<file path="src/rtl/rfphoenix_vec_alu_seq.sv">
// Sequential vector ALU: operates on NPASS lanes per cycle over NLANES lanes with a valid/ready result handshake.
// Optional macro RFPHOENIX_VALU_CMPPACK_EN packs CMPLTU results into lane 0 as a bit mask.
module rfphoenix_vec_alu_seq #(
    parameter int NLANES = 16,
    parameter int LW     = 32,
    parameter int NPASS  = 4
) (
    input  logic                 clk_i,
    input  logic                 rst_i,
    input  logic                 start_i,
    input  logic [2:0]           op_i,
    input  logic                 pack_i,
    input  logic [NLANES*LW-1:0] a_i,
    input  logic [NLANES*LW-1:0] b_i,
    input  logic [LW-1:0]        imm_i,
    input  logic                 flush_i,
    output logic                 busy_o,
    output logic                 valid_o,
    input  logic                 ready_i,
    output logic [NLANES*LW-1:0] o
);

    localparam int W   = NLANES * LW;
    localparam int C   = NLANES / NPASS;
    localparam int KW  = (C > 1) ? $clog2(C) : 1;
    localparam int LGN = $clog2(NLANES);

    generate
        if (NPASS < 1 || (NLANES % NPASS) != 0) begin : g_bad_npass
            $error("rfphoenix_vec_alu_seq: NPASS=%0d must divide NLANES=%0d", NPASS, NLANES);
        end
        if (NLANES < 2 || NLANES > 64 || (NLANES & (NLANES - 1)) != 0) begin : g_bad_nlanes
            $error("rfphoenix_vec_alu_seq: NLANES=%0d must be a power of two in 2..64", NLANES);
        end
        if (LW < 8) begin : g_bad_lw
            $error("rfphoenix_vec_alu_seq: LW=%0d must be at least 8", LW);
        end
`ifdef RFPHOENIX_VALU_CMPPACK_EN
        if (NLANES > LW) begin : g_bad_pack
            $error("rfphoenix_vec_alu_seq: packed compare needs NLANES=%0d <= LW=%0d", NLANES, LW);
        end
`endif
    endgenerate

    typedef enum logic [2:0] {
        OP_ADD    = 3'd0,
        OP_SUB    = 3'd1,
        OP_AND    = 3'd2,
        OP_OR     = 3'd3,
        OP_XOR    = 3'd4,
        OP_CMPLTU = 3'd5,
        OP_VSHUF  = 3'd6,
        OP_VEX    = 3'd7
    } op_e;

    typedef enum logic [1:0] {
        IDLE = 2'd0,
        RUN  = 2'd1,
        DONE = 2'd2
    } state_e;

    state_e          state;
    logic [KW-1:0]   k;
    op_e             op_q;
    logic            pack_q;
    logic [W-1:0]    a_q;
    logic [W-1:0]    b_q;
    logic [LGN-1:0]  imm_q;

    logic            accept;
    logic            last_chunk;
    logic            pack_mode;
    logic [NPASS*LW-1:0] chunk_res;
    logic [NPASS-1:0]    chunk_cmp;

    // Only the lane-select bits of the immediate matter; the rest are sunk here.
    logic            imm_hi_unused;
    assign imm_hi_unused = ^imm_i[LW-1:LGN];

    // One lane of result, computed from the latched operands.
    function automatic logic [LW-1:0] lane_res(input op_e op, input logic [W-1:0] av,
                                               input logic [W-1:0] bv, input logic [LGN-1:0] sel,
                                               input int n);
        logic [LW-1:0]  al;
        logic [LW-1:0]  bl;
        logic [LGN-1:0] idx;
        logic [LW-1:0]  r;
        al  = av[n*LW +: LW];
        bl  = bv[n*LW +: LW];
        idx = bl[LGN-1:0];
        case (op)
            OP_ADD:    r = al + bl;
            OP_SUB:    r = al - bl;
            OP_AND:    r = al & bl;
            OP_OR:     r = al | bl;
            OP_XOR:    r = al ^ bl;
            OP_CMPLTU: r = (al < bl) ? LW'(1) : '0;
            OP_VSHUF:  r = av[int'(idx)*LW +: LW];
            default:   r = av[int'(sel)*LW +: LW];
        endcase
        return r;
    endfunction

    assign accept = start_i && !flush_i &&
                    ((state == IDLE) || ((state == DONE) && ready_i));
    assign last_chunk = (k == KW'(C - 1));

`ifdef RFPHOENIX_VALU_CMPPACK_EN
    assign pack_mode = pack_q && (op_q == OP_CMPLTU);
`else
    // pack_i is latched for interface symmetry but has no effect in this build.
    logic pack_unused;
    assign pack_unused = pack_q;
    assign pack_mode   = 1'b0;
`endif

    // NOTE: every variable written in a combinational block gets a default first, so no latch is inferred.
    always_comb begin
        chunk_res = '0;
        chunk_cmp = '0;
        for (int j = 0; j < NPASS; j++) begin
            chunk_res[j*LW +: LW] = lane_res(op_q, a_q, b_q, imm_q, int'(k) * NPASS + j);
            chunk_cmp[j] = chunk_res[j*LW];
        end
    end

    // NOTE: operand latches are plain data registers with no reset; they are only read after an accept loads them.
    always_ff @(posedge clk_i) begin
        if (accept && !rst_i) begin
            op_q   <= op_e'(op_i);
            pack_q <= pack_i;
            a_q    <= a_i;
            b_q    <= b_i;
            imm_q  <= imm_i[LGN-1:0];
        end
    end

    // NOTE: sequential state uses non-blocking assignments so every register samples pre-edge values.
    always_ff @(posedge clk_i) begin
        if (rst_i) begin
            state   <= IDLE;
            k       <= '0;
            o       <= '0;
            valid_o <= 1'b0;
            busy_o  <= 1'b0;
        end else begin
            case (state)
                IDLE: begin
                    if (accept) begin
                        state   <= RUN;
                        k       <= '0;
                        o       <= '0;
                        busy_o  <= 1'b1;
                        valid_o <= 1'b0;
                    end
                end
                RUN: begin
                    if (flush_i) begin
                        state   <= IDLE;
                        busy_o  <= 1'b0;
                        valid_o <= 1'b0;
                    end else begin
                        if (pack_mode) begin
                            // Packed compare: chunk bits land in lane 0 at their lane index.
                            for (int j = 0; j < NPASS; j++) begin
                                o[int'(k) * NPASS + j] <= chunk_cmp[j];
                            end
                        end else begin
                            o[int'(k) * NPASS * LW +: NPASS * LW] <= chunk_res;
                        end
                        k <= k + KW'(1);
                        if (last_chunk) begin
                            state   <= DONE;
                            valid_o <= 1'b1;
                        end
                    end
                end
                DONE: begin
                    if (flush_i) begin
                        state   <= IDLE;
                        busy_o  <= 1'b0;
                        valid_o <= 1'b0;
                    end else if (ready_i) begin
                        valid_o <= 1'b0;
                        if (accept) begin
                            state <= RUN;
                            k     <= '0;
                            o     <= '0;
                        end else begin
                            state  <= IDLE;
                            busy_o <= 1'b0;
                        end
                    end
                end
                default: begin
                    state   <= IDLE;
                    busy_o  <= 1'b0;
                    valid_o <= 1'b0;
                end
            endcase
        end
    end

endmodule

</file>
<file path="config.mk">
export PLATFORM = sky130hd
export DESIGN_NAME = rfphoenix_vec_alu_seq
export DESIGN_NICKNAME = d
export VERILOG_FILES = /design/src/rtl/rfphoenix_vec_alu_seq.sv
export SDC_FILE = /design/constraint.sdc
export NUM_CORES = 2
export LEC_CHECK = 0
export ABC_AREA = 0
export BUFFER_PORTS_ARGS = -buffer_cell sky130_fd_sc_hd__buf_2
export CORE_AREA = 2 2 619 621
export CTS_CLUSTER_SIZE = 16
export DETAILED_ROUTE_END_ITERATION = 7
export DIE_AREA = 0 0 621 623
export PLACE_DENSITY = 0.48
export SLEW_MARGIN = 25
export SYNTH_ARGS = -nofsm -noshare
export SYNTH_HDL_FRONTEND = slang
export SYNTH_SLANG_ARGS = --single-unit
</file>
<file path="constraint.sdc">
create_clock -name clk_i -period 111.6 [get_ports clk_i]
set_clock_uncertainty 0.05 [all_clocks]
set_input_delay 16.74 -clock clk_i [delete_from_list [all_inputs] [get_ports clk_i]]
set_output_delay 16.74 -clock clk_i [all_outputs]
set_load 0.01 [all_outputs]
</file>
# Yosys cells after proc, flatten, opt, wreduce, memory -nomap -nowiden
# Index checks and enable logic that the tools add are counted.
# word_totals
regBits,1549
# op_classes
n_eq_ne,17
n_lt_le_gt_ge,4
n_shift,15
add_sub_neg,13
n_reduce_logical,13
muxes,38
n_bitwise,12
# ops
op,n
$shiftx A512 B10 Y32,7
$shiftx A512 B32 Y32,6
$mux W512,4
$pmux W512 S3,1
$pmux W32 S7,4
$bwmux W512,1
$shift A128 B33 Y512 const A,1
$shiftx A128 B33 Y512,1
$add A32 B32 Y32,4
$and A32 B32 Y32,4
$lt A32 B32 Y1,4
$or A32 B32 Y32,4
$sub A32 B32 Y32,4
$xor A32 B32 Y32,4
$neg A9 Y33,1
$mux W2,9
$mux W1,15
$pmux W2 S3,2
$add A4 B2 Y5 const B,2
$ne A2 B2 Y1 const B,5
$eq A3 B3 Y1 const B,3
$ne A3 B3 Y1 const B,3
$reduce_and A4 Y1,2
$eq A3 B2 Y1 const B,2
13 further kinds,19

# Logic depth before layout (Yosys ltp)
# depth
depth_word,9
depth_mapped,22
mapped_depth_nobuf,16

# Worst setup path before layout
# OpenSTA, ideal clock, no wires.
# synth_timing
kind,input port to flip-flop
start,input port start_i
end,"register a_q[0], enable pin"
arrival_time_ns,59.675
path_buffers,0
required_time_ns,109.089
setup_ns,2.461
cell_stages,3
path_slack_ns,49.414
cell_sequence,nor2b_1 > nand3b_1 > nor2_1
# synth_via
elab_chain_len,3
# synth_rtl
element,line_no,source
"start, declared",10,"input logic start_i,"
$logic_and A1 B1 Y1 (2 in series),104,assign accept = start_i && !flush_i &&
$logic_and A1 B1 Y1,129,if (accept && !rst_i) begin
"end signal, assigned",132,a_q <= a_i;
"end, declared",66,logic [W-1:0] a_q;
# Every way passes these cells.
# A chain may end at the register's enable or synchronous reset.

# Worst setup path after layout
# layout_timing
start,input port flush_i
end,"register b_q[96], enable pin"
# layout_via
elab_chain_len,4
# layout_rtl
element,line_no,source
"start, declared",16,"input logic flush_i,"
$logic_not A1 Y1,104,
$logic_and A1 B1 Y1 (2 in series),104,
$logic_and A1 B1 Y1,129,
"end signal, assigned",133,b_q <= b_i;
"end, declared",67,logic [W-1:0] b_q;
# Every way passes these cells.

==> flow_metrics.tcl <==
set metrics [dict create \
    run_status "complete, no violations" \
    grt-ovfl-total 0 \
    ant_nets 0 \
    place_congestion 0.980 \
    yosys.area.top_type_share_pct 32.8 \
    yosys_warnings 0 \
    cpMostUsedCell "buf_4" \
    die_h_um 623 \
    drt_wl_total_um 564000 \
    dieWidth_um 621 \
    power.internal_w 0.00109 \
    post_cts_buffers 0 \
    syn_inst 7737 \
    postCtsHoldBufs 0 \
    cts_resized 0 \
    maxSlewViolCount 0 \
    cts-root-buf "clkbuf_16" \
    worst-path-buf-inv 7 \
    fill_cells 39000 \
    pwr-share-comb_pct 18.5 \
    ios 1579 \
    netlist_area_sq_mm 0.0944 \
    clock.fmax_ghz 0.0446 \
    ys_seq_area_share_pct 43.8 \
    cts_buffer_depth 4 \
    p_seq_share_pct 40.9 \
    async_flop_share_pct 0 \
    syn2layout_area_growth_pct 21.6 \
    drc 0 \
    syn-num-nets 9203 \
    synth.area.top_cells "edfxtp_1 (33%), mux4_2 (22%), dfxtp_1 (11%)" \
    first_global_vias 79200 \
    core_sq_mm 0.381 \
    first_pass_iters 8 \
    worst-setup-path-type "in2reg" \
    finalHoldViolCount 0 \
    numPortBuffers 1549 \
    dieArea_sq_mm 0.387 \
    post-route-util_pct 30.2 \
    grt_max_degree 179 \
    cp.required_ns 112.04 \
    clock_latency_ns 0.94 \
    dpl_cell_area_sq_mm 0.108 \
    syn_avg_cell_area_sq_um 12.2 \
    dp_hpwl_um 449000 \
    numCtsBuffers 185 \
    yosys.area.top_type "edfxtp_1" \
    rows 227 \
    wl_per_cell_um 39.2 \
    fin_crit_sh_pct 20.1 \
    max_cap_viol_count 0 \
    clkSinkCount 1549 \
    final.setup.tns_ns 0 \
    synth_cell_types 99 \
    power_density_mw_per_mm2 13.6 \
    path_cells "buf_2 > nor2b_1 > nand3b_1 > nor2_4 > buf_4 > buf_4 > buf_4 > buf_4 > buf_4 > buf_4" \
    clk_pin_slew_ns 0.06 \
    start_kind "input pin" \
    slowest_stage "buf_4" \
    p_sw_w 0.000469 \
    hold_path_class "reg2reg" \
    critical-path-max-stage-delay_ns 0.89 \
    p_leak_nw 43.6 \
    cts_max_level 4 \
    slew_headroom_pct 10.1 \
    worstMarginPinSlew_ns 1.35 \
    grt_antenna_before_repair 166 \
    path_delay_family "buffers and inverters" \
    fin_crit_ns 22.43 \
    setup_viol 0 \
    initial_utilization_pct 24.8 \
    worstPathArrival_ns 22.87 \
    swShare_pct 30.0 \
    grt_first_pass_wirelength_um 740000 \
    drive_gt1_share_pct 33.9 \
    vias 81500 \
    max-vdd-ir-drop_v 0.0000130 \
    synth-edff-count 1031 \
    viasPerCell 5.66 \
    power_frac_clock_pct 40.6 \
    setup_slack_ns 89.17 \
    end_kind "flop" \
    drt_iter0_drc 10000 \
    final_area_sq_mm 0.115 \
    nets 10600 \
    ys_seq_elements 1549 \
    rsz0062_at_grt "false" \
    synth_top_flop_cell "edfxtp_1" \
    place_ws_ns 88.29 \
    crit_fanout 84 \
    grt_use_total_pct 28.2 \
    tritoncts "built" \
]
==> power groups by stage <==
stage / sequential, W / clock [W] / combinational, W
after floorplan: 0.000666 / 0 / 0.000149
after global placement: 0.000650 / 0 / 0.000282
after detailed placement: 0.000651 / 0 / 0.000285
after CTS: 0.000639 / 0.000648 / 0.000286
after global routing: 0.000640 / 0.000668 / 0.000303
final: 0.000639 / 0.000634 / 0.000289
==> through the flow <==
stage | hold WS (ns) | total power [W] | instances
floorplan | 0.420 | 0.000815 | 7737
global placement | 0.384 | 0.000932 | 14000
detailed placement | 0.386 | 0.000936 | 14000
CTS | 0.396 | 0.00157 | 14300
global route | 0.417 | 0.00161 | 14300
finish | 0.394 | 0.00156 | 14400
==> placed cells by master (no fill, tap or decap), types with 33 or more instances in the layout <==
master and n:
buf_2 1549, edfxtp_1 1031, mux4_2 922, nand2_1 676, a21oi_1 556, dfxtp_1 516
inv_1 399, ha_1 393, o21ai_0 380, nor2_1 368, a22o_1 265, buf_4 215
clkbuf_16 188, mux2i_1 167, nor3_1 102, diode_2 87, a21o_1 78, a221oi_1 70
o21ai_1 68, o21bai_1 64, nand3_1 60, a211oi_1 60, o22ai_1 60, o31ai_1 50
a31oi_1 49, a22oi_1 47, o211ai_1 45, xnor2_1 43, nor2b_1 42, and2_1 38
or3_1 38, nand2b_1 36, o221ai_1 33
==> sequential cells by signal, indices dropped and copies added (netlist names) <==
name / count
imm_q: 4
valid_o: 1
k: 2
op_q: 3
busy_o: 1
a_q: 512
b_q: 512
o: 512
state: 2
==> cells in the mapped netlist, drive strengths merged, types with 10 or more instances <==
| cell type | count |
|---|---|
| o311ai | 11 |
| nor2b | 42 |
| nand3 | 60 |
| ha | 393 |
| a22oi | 47 |
| nand2 | 686 |
| a221oi | 78 |
| inv | 415 |
| edfxtp | 1031 |
| o22ai | 62 |
| a41oi | 13 |
| a311oi | 10 |
| o31ai | 51 |
| nand4 | 27 |
| a21oi | 573 |
| o21bai | 64 |
| a2111oi | 26 |
| a22o | 265 |
| dfxtp | 518 |
| nor4 | 26 |
| and3 | 21 |
| o211ai | 45 |
| a31oi | 52 |
| a211o | 21 |
| nor3 | 104 |
| or2 | 11 |
| mux4 | 922 |
| xnor2 | 43 |
| clkbuf | 339 |
| a21o | 78 |
| and2 | 38 |
| or3 | 38 |
| nand2b | 36 |
| xor2 | 10 |
| mux2i | 170 |
| o21a | 23 |
| a221o | 24 |
| a211oi | 65 |
| o21ai | 456 |
| nor2 | 377 |
| buf | 241 |
| a32o | 18 |
| o41ai | 18 |
| o221ai | 36 |
==> worst paths after layout <==
| path | from | endpoint | slack [ns] | depth (start not counted) |
|---|---|---|---|---|
| max | flush_i | b_q[96] | 89.17 | 10 |
| min | o[270] | o[270] | 0.39 | 2 |
| max reg2reg | k[0] | o[242] | 103.24 | 19 |
| min reg2reg | o[270] | o[270] | 0.39 | 2 |
==> worst reg2reg max path: stages, from the launching register on <==
cell,delay [ns]
dfxtp_4,0.60
buf_4,0.57
buf_4,0.71
mux2i_1,0.34
nand2_1,0.08
nand2_1,0.10
buf_4,0.56
inv_6,0.31
ha_1,0.48
fa_1,0.55
a211oi_1,0.43
o21ai_0,0.26
a2111oi_1,0.84
buf_4,0.25
nor2_1,0.12
a41oi_1,0.52
o31a_1,0.26
o221ai_1,0.13
a21boi_1,0.82
o21ai_0,0.23
==> layer usage <==
| layer | GRT usage, % | routed length, um |
|---|---|---|
| met1 | 34.8 | 220000 |
| met2 | 44.0 | 252000 |
| met3 | 9.03 | 57300 |
| met4 | 14.4 | 34300 |
| met5 | 0.111 | 738 |
==> cell type report <==
class	count	area [sq um]	area share [%]
diodes	87	218	0.190
clock buffers	225	4960	4.32
clock inverters	109	1280	1.11
inverters	418	1610	1.40
multi-input cells	5190	49500	43.1
flip-flops and latches	1549	41300	36.0
well taps	5038	6300	5.49
repair buffers	1775	9570	8.34
==> kinds of logic after synthesis <==
kind of cell	Yosys count	share of synthesized area, %
buf+inv	998	4.33
mux	1099	23.9
simple gates	1503	7.03
fa+ha+maj	401	5.38
flops	1549	43.8
compound gates	2134	15.1
xor+xnor	53	0.492
(Power assumes the default switching activity.)
